## src/rtl/fsm_seq_pkg.sv

```systemverilog
// Shared types and default widths for the programmable step sequencer.
package fsm_seq_pkg;

  localparam int DFLT_NUM_STEPS = 13;
  localparam int DFLT_IDX_W     = 4;
  localparam int DFLT_IN_W      = 4;
  localparam int DFLT_CODE_W    = 17;

  typedef enum logic [1:0] {
    IDLE  = 2'd0,
    ARMED = 2'd1,
    DONE  = 2'd2
  } state_e;

  typedef struct packed {
    logic [DFLT_IN_W-1:0]   mask;
    logic [DFLT_IN_W-1:0]   val;
    logic                   hold;
    logic                   last;
    logic [DFLT_CODE_W-1:0] code;
  } step_entry_t;

endpackage

```

## src/rtl/fsm_step_table.sv

```systemverilog
// Step table register file: one synchronous write port, combinational reads of the
// current step's control fields and of any step's code; everything clears on reset.
module fsm_step_table
  import fsm_seq_pkg::*;
#(
  parameter int NUM_STEPS = DFLT_NUM_STEPS,
  parameter int IDX_W     = DFLT_IDX_W
) (
  input  logic                   clk,
  input  logic                   reset,
  input  logic                   wr_en,
  input  logic [IDX_W-1:0]       wr_idx,
  input  logic [DFLT_IN_W-1:0]   wr_mask,
  input  logic [DFLT_IN_W-1:0]   wr_val,
  input  logic                   wr_hold,
  input  logic                   wr_last,
  input  logic [DFLT_CODE_W-1:0] wr_code,
  input  logic [IDX_W-1:0]       rd_idx,
  output logic [DFLT_IN_W-1:0]   rd_mask,
  output logic [DFLT_IN_W-1:0]   rd_val,
  output logic                   rd_hold,
  output logic                   rd_last,
  input  logic [IDX_W-1:0]       code_idx,
  output logic [DFLT_CODE_W-1:0] code_dat
);

  localparam logic [IDX_W:0] DEPTH = (IDX_W+1)'(NUM_STEPS);

  step_entry_t entries_q [NUM_STEPS];
  step_entry_t entries_d [NUM_STEPS];
  step_entry_t rd_ent;

  always_comb begin
    entries_d = entries_q;
    if (wr_en && ({1'b0, wr_idx} < DEPTH)) begin
      entries_d[wr_idx] = '{mask: wr_mask, val: wr_val, hold: wr_hold,
                            last: wr_last, code: wr_code};
    end
  end

  always_ff @(posedge clk) begin
    if (reset) begin
      entries_q <= '{default: '0};
    end else begin
      entries_q <= entries_d;
    end
  end

  always_comb begin
    rd_ent   = '0;
    code_dat = '0;
    if ({1'b0, rd_idx} < DEPTH) begin
      rd_ent = entries_q[rd_idx];
    end
    if ({1'b0, code_idx} < DEPTH) begin
      code_dat = entries_q[code_idx].code;
    end
  end

  assign rd_mask = rd_ent.mask;
  assign rd_val  = rd_ent.val;
  assign rd_hold = rd_ent.hold;
  assign rd_last = rd_ent.last;

endmodule

```

## src/rtl/fsm_step_sequencer.sv

```systemverilog
// Programmable step sequencer: walks the loaded table one step per clock while the
// masked condition matches; step/out/state update on the edge after evaluation.
module fsm_step_sequencer
  import fsm_seq_pkg::*;
#(
  parameter int NUM_STEPS = DFLT_NUM_STEPS,
  parameter int IDX_W     = DFLT_IDX_W,
  parameter int IN_W      = DFLT_IN_W,
  parameter int CODE_W    = DFLT_CODE_W
) (
  input  logic              clk,
  input  logic              reset,
  input  logic              cfg_we,
  input  logic [IDX_W-1:0]  cfg_idx,
  input  logic [IN_W-1:0]   cfg_mask,
  input  logic [IN_W-1:0]   cfg_val,
  input  logic              cfg_hold,
  input  logic              cfg_last,
  input  logic [CODE_W-1:0] cfg_code,
  input  logic              run,
  input  logic [IN_W-1:0]   in,
  output logic [CODE_W-1:0] out,
  output logic [IDX_W-1:0]  step,
  output logic              busy,
  output logic              done,
  output logic              cfg_err
);

  localparam logic [IDX_W:0]   DEPTH    = (IDX_W+1)'(NUM_STEPS);
  localparam logic [IDX_W-1:0] LAST_IDX = IDX_W'(NUM_STEPS - 1);

  typedef enum logic [1:0] {OUT_HOLD, OUT_CLR, OUT_LOAD} out_sel_e;

  state_e            state_q, state_d;
  logic [IDX_W-1:0]  step_q, step_d;
  logic [CODE_W-1:0] out_q, out_d;
  logic              cfg_err_q, cfg_err_d;
  out_sel_e          out_sel;

  logic [IN_W-1:0]   cur_mask, cur_val;
  logic              cur_hold, cur_last;
  logic [CODE_W-1:0] tbl_code, nxt_code;
  logic              wr_ok, match;

  assign wr_ok = cfg_we && (state_q != ARMED) && ({1'b0, cfg_idx} < DEPTH);
  assign match = (((in ^ cur_val) & cur_mask) == '0);

  fsm_step_table #(
    .NUM_STEPS (NUM_STEPS),
    .IDX_W     (IDX_W)
  ) u_table (
    .clk      (clk),
    .reset    (reset),
    .wr_en    (wr_ok),
    .wr_idx   (cfg_idx),
    .wr_mask  (cfg_mask),
    .wr_val   (cfg_val),
    .wr_hold  (cfg_hold),
    .wr_last  (cfg_last),
    .wr_code  (cfg_code),
    .rd_idx   (step_q),
    .rd_mask  (cur_mask),
    .rd_val   (cur_val),
    .rd_hold  (cur_hold),
    .rd_last  (cur_last),
    .code_idx (step_d),
    .code_dat (tbl_code)
  );

  always_comb begin
    state_d   = state_q;
    step_d    = step_q;
    out_sel   = OUT_HOLD;
    cfg_err_d = cfg_we && !wr_ok;
    case (state_q)
      IDLE: begin
        step_d  = '0;
        out_sel = OUT_CLR;
        if (run) begin
          state_d = ARMED;
          out_sel = OUT_LOAD;
        end
      end
      ARMED: begin
        if (!run) begin
          state_d = IDLE;
          step_d  = '0;
          out_sel = OUT_CLR;
        end else if (match) begin
          if (cur_last || (step_q == LAST_IDX)) begin
            state_d = DONE;
          end else begin
            step_d  = step_q + IDX_W'(1);
            out_sel = OUT_LOAD;
          end
        end else if (!cur_hold) begin
          step_d  = '0;
          out_sel = OUT_LOAD;
        end
      end
      DONE: begin
        if (!run) begin
          state_d = IDLE;
          step_d  = '0;
          out_sel = OUT_CLR;
        end
      end
      default: begin
        state_d = IDLE;
        step_d  = '0;
        out_sel = OUT_CLR;
      end
    endcase
  end

  // A same-cycle write to the entry being entered must show on out immediately.
  always_comb begin
    nxt_code = (wr_ok && (cfg_idx == step_d)) ? cfg_code : tbl_code;
    case (out_sel)
      OUT_CLR:  out_d = '0;
      OUT_LOAD: out_d = nxt_code;
      default:  out_d = out_q;
    endcase
  end

  always_ff @(posedge clk) begin
    if (reset) begin
      state_q   <= IDLE;
      step_q    <= '0;
      out_q     <= '0;
      cfg_err_q <= 1'b0;
    end else begin
      state_q   <= state_d;
      step_q    <= step_d;
      out_q     <= out_d;
      cfg_err_q <= cfg_err_d;
    end
  end

  assign out     = out_q;
  assign step    = step_q;
  assign busy    = (state_q == ARMED);
  assign done    = (state_q == DONE);
  assign cfg_err = cfg_err_q;

endmodule

```

## config.mk

```make
export PLATFORM = sky130hd
export DESIGN_NAME = fsm_step_sequencer
export DESIGN_NICKNAME = d
export VERILOG_FILES = /design/src/rtl/fsm_seq_pkg.sv /design/src/rtl/fsm_step_table.sv /design/src/rtl/fsm_step_sequencer.sv
export SDC_FILE = /design/constraint.sdc
export NUM_CORES = 1
export LEC_CHECK = 0
export CAP_MARGIN = 20
export CORE_UTILIZATION = 55
export DETAILED_ROUTE_END_ITERATION = 10
export DONT_BUFFER_PORTS = 1
export GPL_TIMING_DRIVEN = 0
export PLACE_DENSITY = 0.73
export SLEW_MARGIN = 25
export SYNTH_ARGS = -nofsm -noshare
export SYNTH_HDL_FRONTEND = slang
export SYNTH_SLANG_ARGS = --single-unit
```

## constraint.sdc

```tcl
create_clock -name clk -period 3.85 [get_ports clk]
set_input_delay 0.77 -clock clk [delete_from_list [all_inputs] [get_ports clk]]
set_output_delay 0.77 -clock clk [all_outputs]
set_load 0.02 [all_outputs]
```

==> out/qor.yml <==
dpl_worst_slack_ns: -1.63
internal_power_w: 0.00637
postPlaceCellArea_um2: 17700
whs_endpoint: "u_table.entries_q[154]"
synth_edf_count: 0
yosys-mux-area-fraction_pct: 7.56
rrSetupSlack_ns: -0.51
arrival_ns: 4.79
hold_buffers: 0
p_seq_share_pct: 46.3
synth-simple-area-share_pct: 25.2
grt_pass1_wl_mm: 96.6
clk_latency_ns: 0.54
drt-pass1-iter-count: 6
p_leak_nw: 6.56
synthTopCellsByArea: "dfxtp_1 44%, nand2_1 17%, a21oi_1 11%, clkbuf_1 3.5%, mux2_2 3.0%"
layout_commonest_cell: "nand2_1"
antennaDiodeCount: 0
synth_cells: 2249
p_comb_share_pct: 8.2
grt_setup_unrepaired: "yes"
clockPowerShare_pct: 45.5
critical_path_required_ns: 4.28
drt_iter0_drc: 2386
worst_hold_slack_ns: 0.356
htree_levels: 2
grt_overflow_total: 0
die-area_um2: 31900
grtUsageTotal_pct: 40.6
max-slew-margin-rel_pct: 28.6
drive_gt1_share_pct: 12.7
synth_top_family_by_area: "simple AND/OR/NAND/NOR gates"
worstHoldStart: "cfg_val[0]"
die_y_um: 179
synth_fa_ha_area_share_pct: 0.584
grt_pass1_vias: 16100
power_density_nw_per_um2: 427
synth_area_per_cell_um2: 7.62
root_buffer: "clkbuf_16"
synth_ff_type: "dfxtp_1"
grt_start_max_net_pins: 14
gp_congestion: 0.976
worst_pin_slew_ns: 1.07
min_path_type: "in -> reg"
ys_warn_count: 0
syn-cell-area_um2: 17100
power.switching_w: 0.00217
reg2reg_depth: 16
async_flop_share_pct: 0
ir_drop_uv: 367
yosysTopAreaCellShare_pct: 43.8
cp-start-kind: "register"
synth_xor_area_share_pct: 0.0511
ys_seq_area_share_pct: 43.8
path_max_fanout: 7
hold_viol: 0
slew_viol_final: 0
yosys_register_bits: 375
cp-end-kind: "register"
swShare_pct: 25.4
min_period_over_period_pct: 113
fmax_mhz: 229
status: "finished with violations"
synth-compound-area-share_pct: 18.0
r2r_start: "step[0]"
nets: 2371
clk_pin_slew_ns: 0.06
vias: 17500
max_cap_violations: 0
wl_per_cell_um: 23.7
yosysTopAreaCell: "dfxtp_1"
syn_to_final_growth_pct: 16.7
core_area_um2: 30700
setup_viol: 17
cts_tree: "yes"
rows: 64
drc: 0
layout_min_cycle_time_ns: 4.36
layout_common_cells: "778 x nand2_1, 379 x a21oi_1, 372 x dfxtp_1"
hpwl_mm: 46.5
initial_core_util_pct: 55.9
violations: "setup timing"
port_buffers: 0
ys_types: 73
cts_buffer_depth: 3
path_class: "reg -> reg"
final_core_util_pct: 65.2
die_width_um: 179
setup_slack_ns: -0.509
fin_area_um2: 20000
numCtsBuffers: 40
ant_nets: 0
cts_num_sinks: 375
wirelength_mm: 65.2
syn_nets: 2296
skew_ns: 0.00879
p_total_w: 0.00854
antenna_found_initial: 1
reg2reg_to: "out[8]"
vias_per_cell: 6.37
hold_depth: 2
ios: 63
-- power groups by stage --
stage / clock network, W / registers [W] / logic, W
floorplan: 0 / 0.00403 / 0.000386
finish: 0.00389 / 0.00395 / 0.000698
detailed placement: 0 / 0.00404 / 0.000600
global route: 0.00400 / 0.00396 / 0.000727
global placement: 0 / 0.00404 / 0.000589
CTS: 0.00385 / 0.00395 / 0.000634
-- worst max-delay path: stages (launching register included) --
cell     delay (ns)
dfxtp_4        0.45
buf_12         0.18
buf_4          0.13
mux4_2         0.54
mux2i_4        0.25
o22ai_1        0.12
or3_1          0.33
nand3_2        0.17
nand4_4        0.21
mux2_4         0.39
nor2_8         0.16
buf_4          0.15
buf_8          0.11
mux2_2         0.34
a221o_1        0.35
nor4_2         0.27
o21ai_1        0.08
-- area by class of cell --
type | count | area [µm²]
inverter | 10 | 46.3
clock buffer | 61 | 1220
buffer | 190 | 978
timing repair buffer | 32 | 330
sequential | 375 | 7520
fill | 2634 | 10700
tap | 396 | 495
clock inverter | 9 | 81.3
multi-input combinational | 1675 | 9340
-- Yosys cell counts, drive strengths merged, types with 12 or more instances --
cell type  number
mux2           50
nand2         778
dfxtp         375
o22ai          23
nor3           12
buf            32
and3           24
mux4           18
a221o          16
mux2i          32
a21oi         381
a211oi         20
clkbuf        158
nor2           50
nand2b         27
nand3          60
nor4           32
o21ai          67
-- per-stage QoR --
step / setup TNS [ns] / std cells
2_1_floorplan: 0 / 2249
3_3_place_gp: -23.84 / 2645
3_5_place_dp: -24.87 / 2647
4_1_cts: -6.04 / 2731
5_1_grt: -8.15 / 2748
6_report: -7.36 / 2748
-- flip-flops by register name, summed over array words and instances (netlist names) --
register           flops
u_table.entries_q    351
out                   17
step                   4
state_q                2
cfg_err                1
-- timing repair --
item,in CTS,in global routing
pin swaps,10,16
resized for setup,118,72
buffers inserted,13,15
endpoints found under the setup margin,23,17
gates cloned,1,2
-- how the worst max path moves through the flow --
stage | from | to | slack (ns) | depth (start not counted)
after global placement | step[2] | out[5] | -1.60 | 14
after global routing | step[0] | out[7] | -0.55 | 17
after CTS | step[0] | out[12] | -0.38 | 15
after floorplan | step[1] | out[14] | 0.03 | 14
final | step[0] | out[8] | -0.51 | 16
after detailed placement | step[2] | out[5] | -1.63 | 14
-- logic make-up after synthesis --
logic type      after synthesis
mux                         100
compound gates              551
xor+xnor                      1
buf+inv                     200
simple gates               1014
flops                       375
fa+ha+maj                     8
-- routing by layer --
layer  routed length [µm]  part of all wire, %  GRT usage [%]  vias up
met1                25400                   39           55.0     8301
li1                     -                    -              -     7811
met3                 8860                   14           10.8      204
met4                 2630                  4.0           15.7        2
met2                28200                   43           61.5     1187
met5                   13                0.020              0        -
Note: power is estimated with default switching activity, not from simulation.
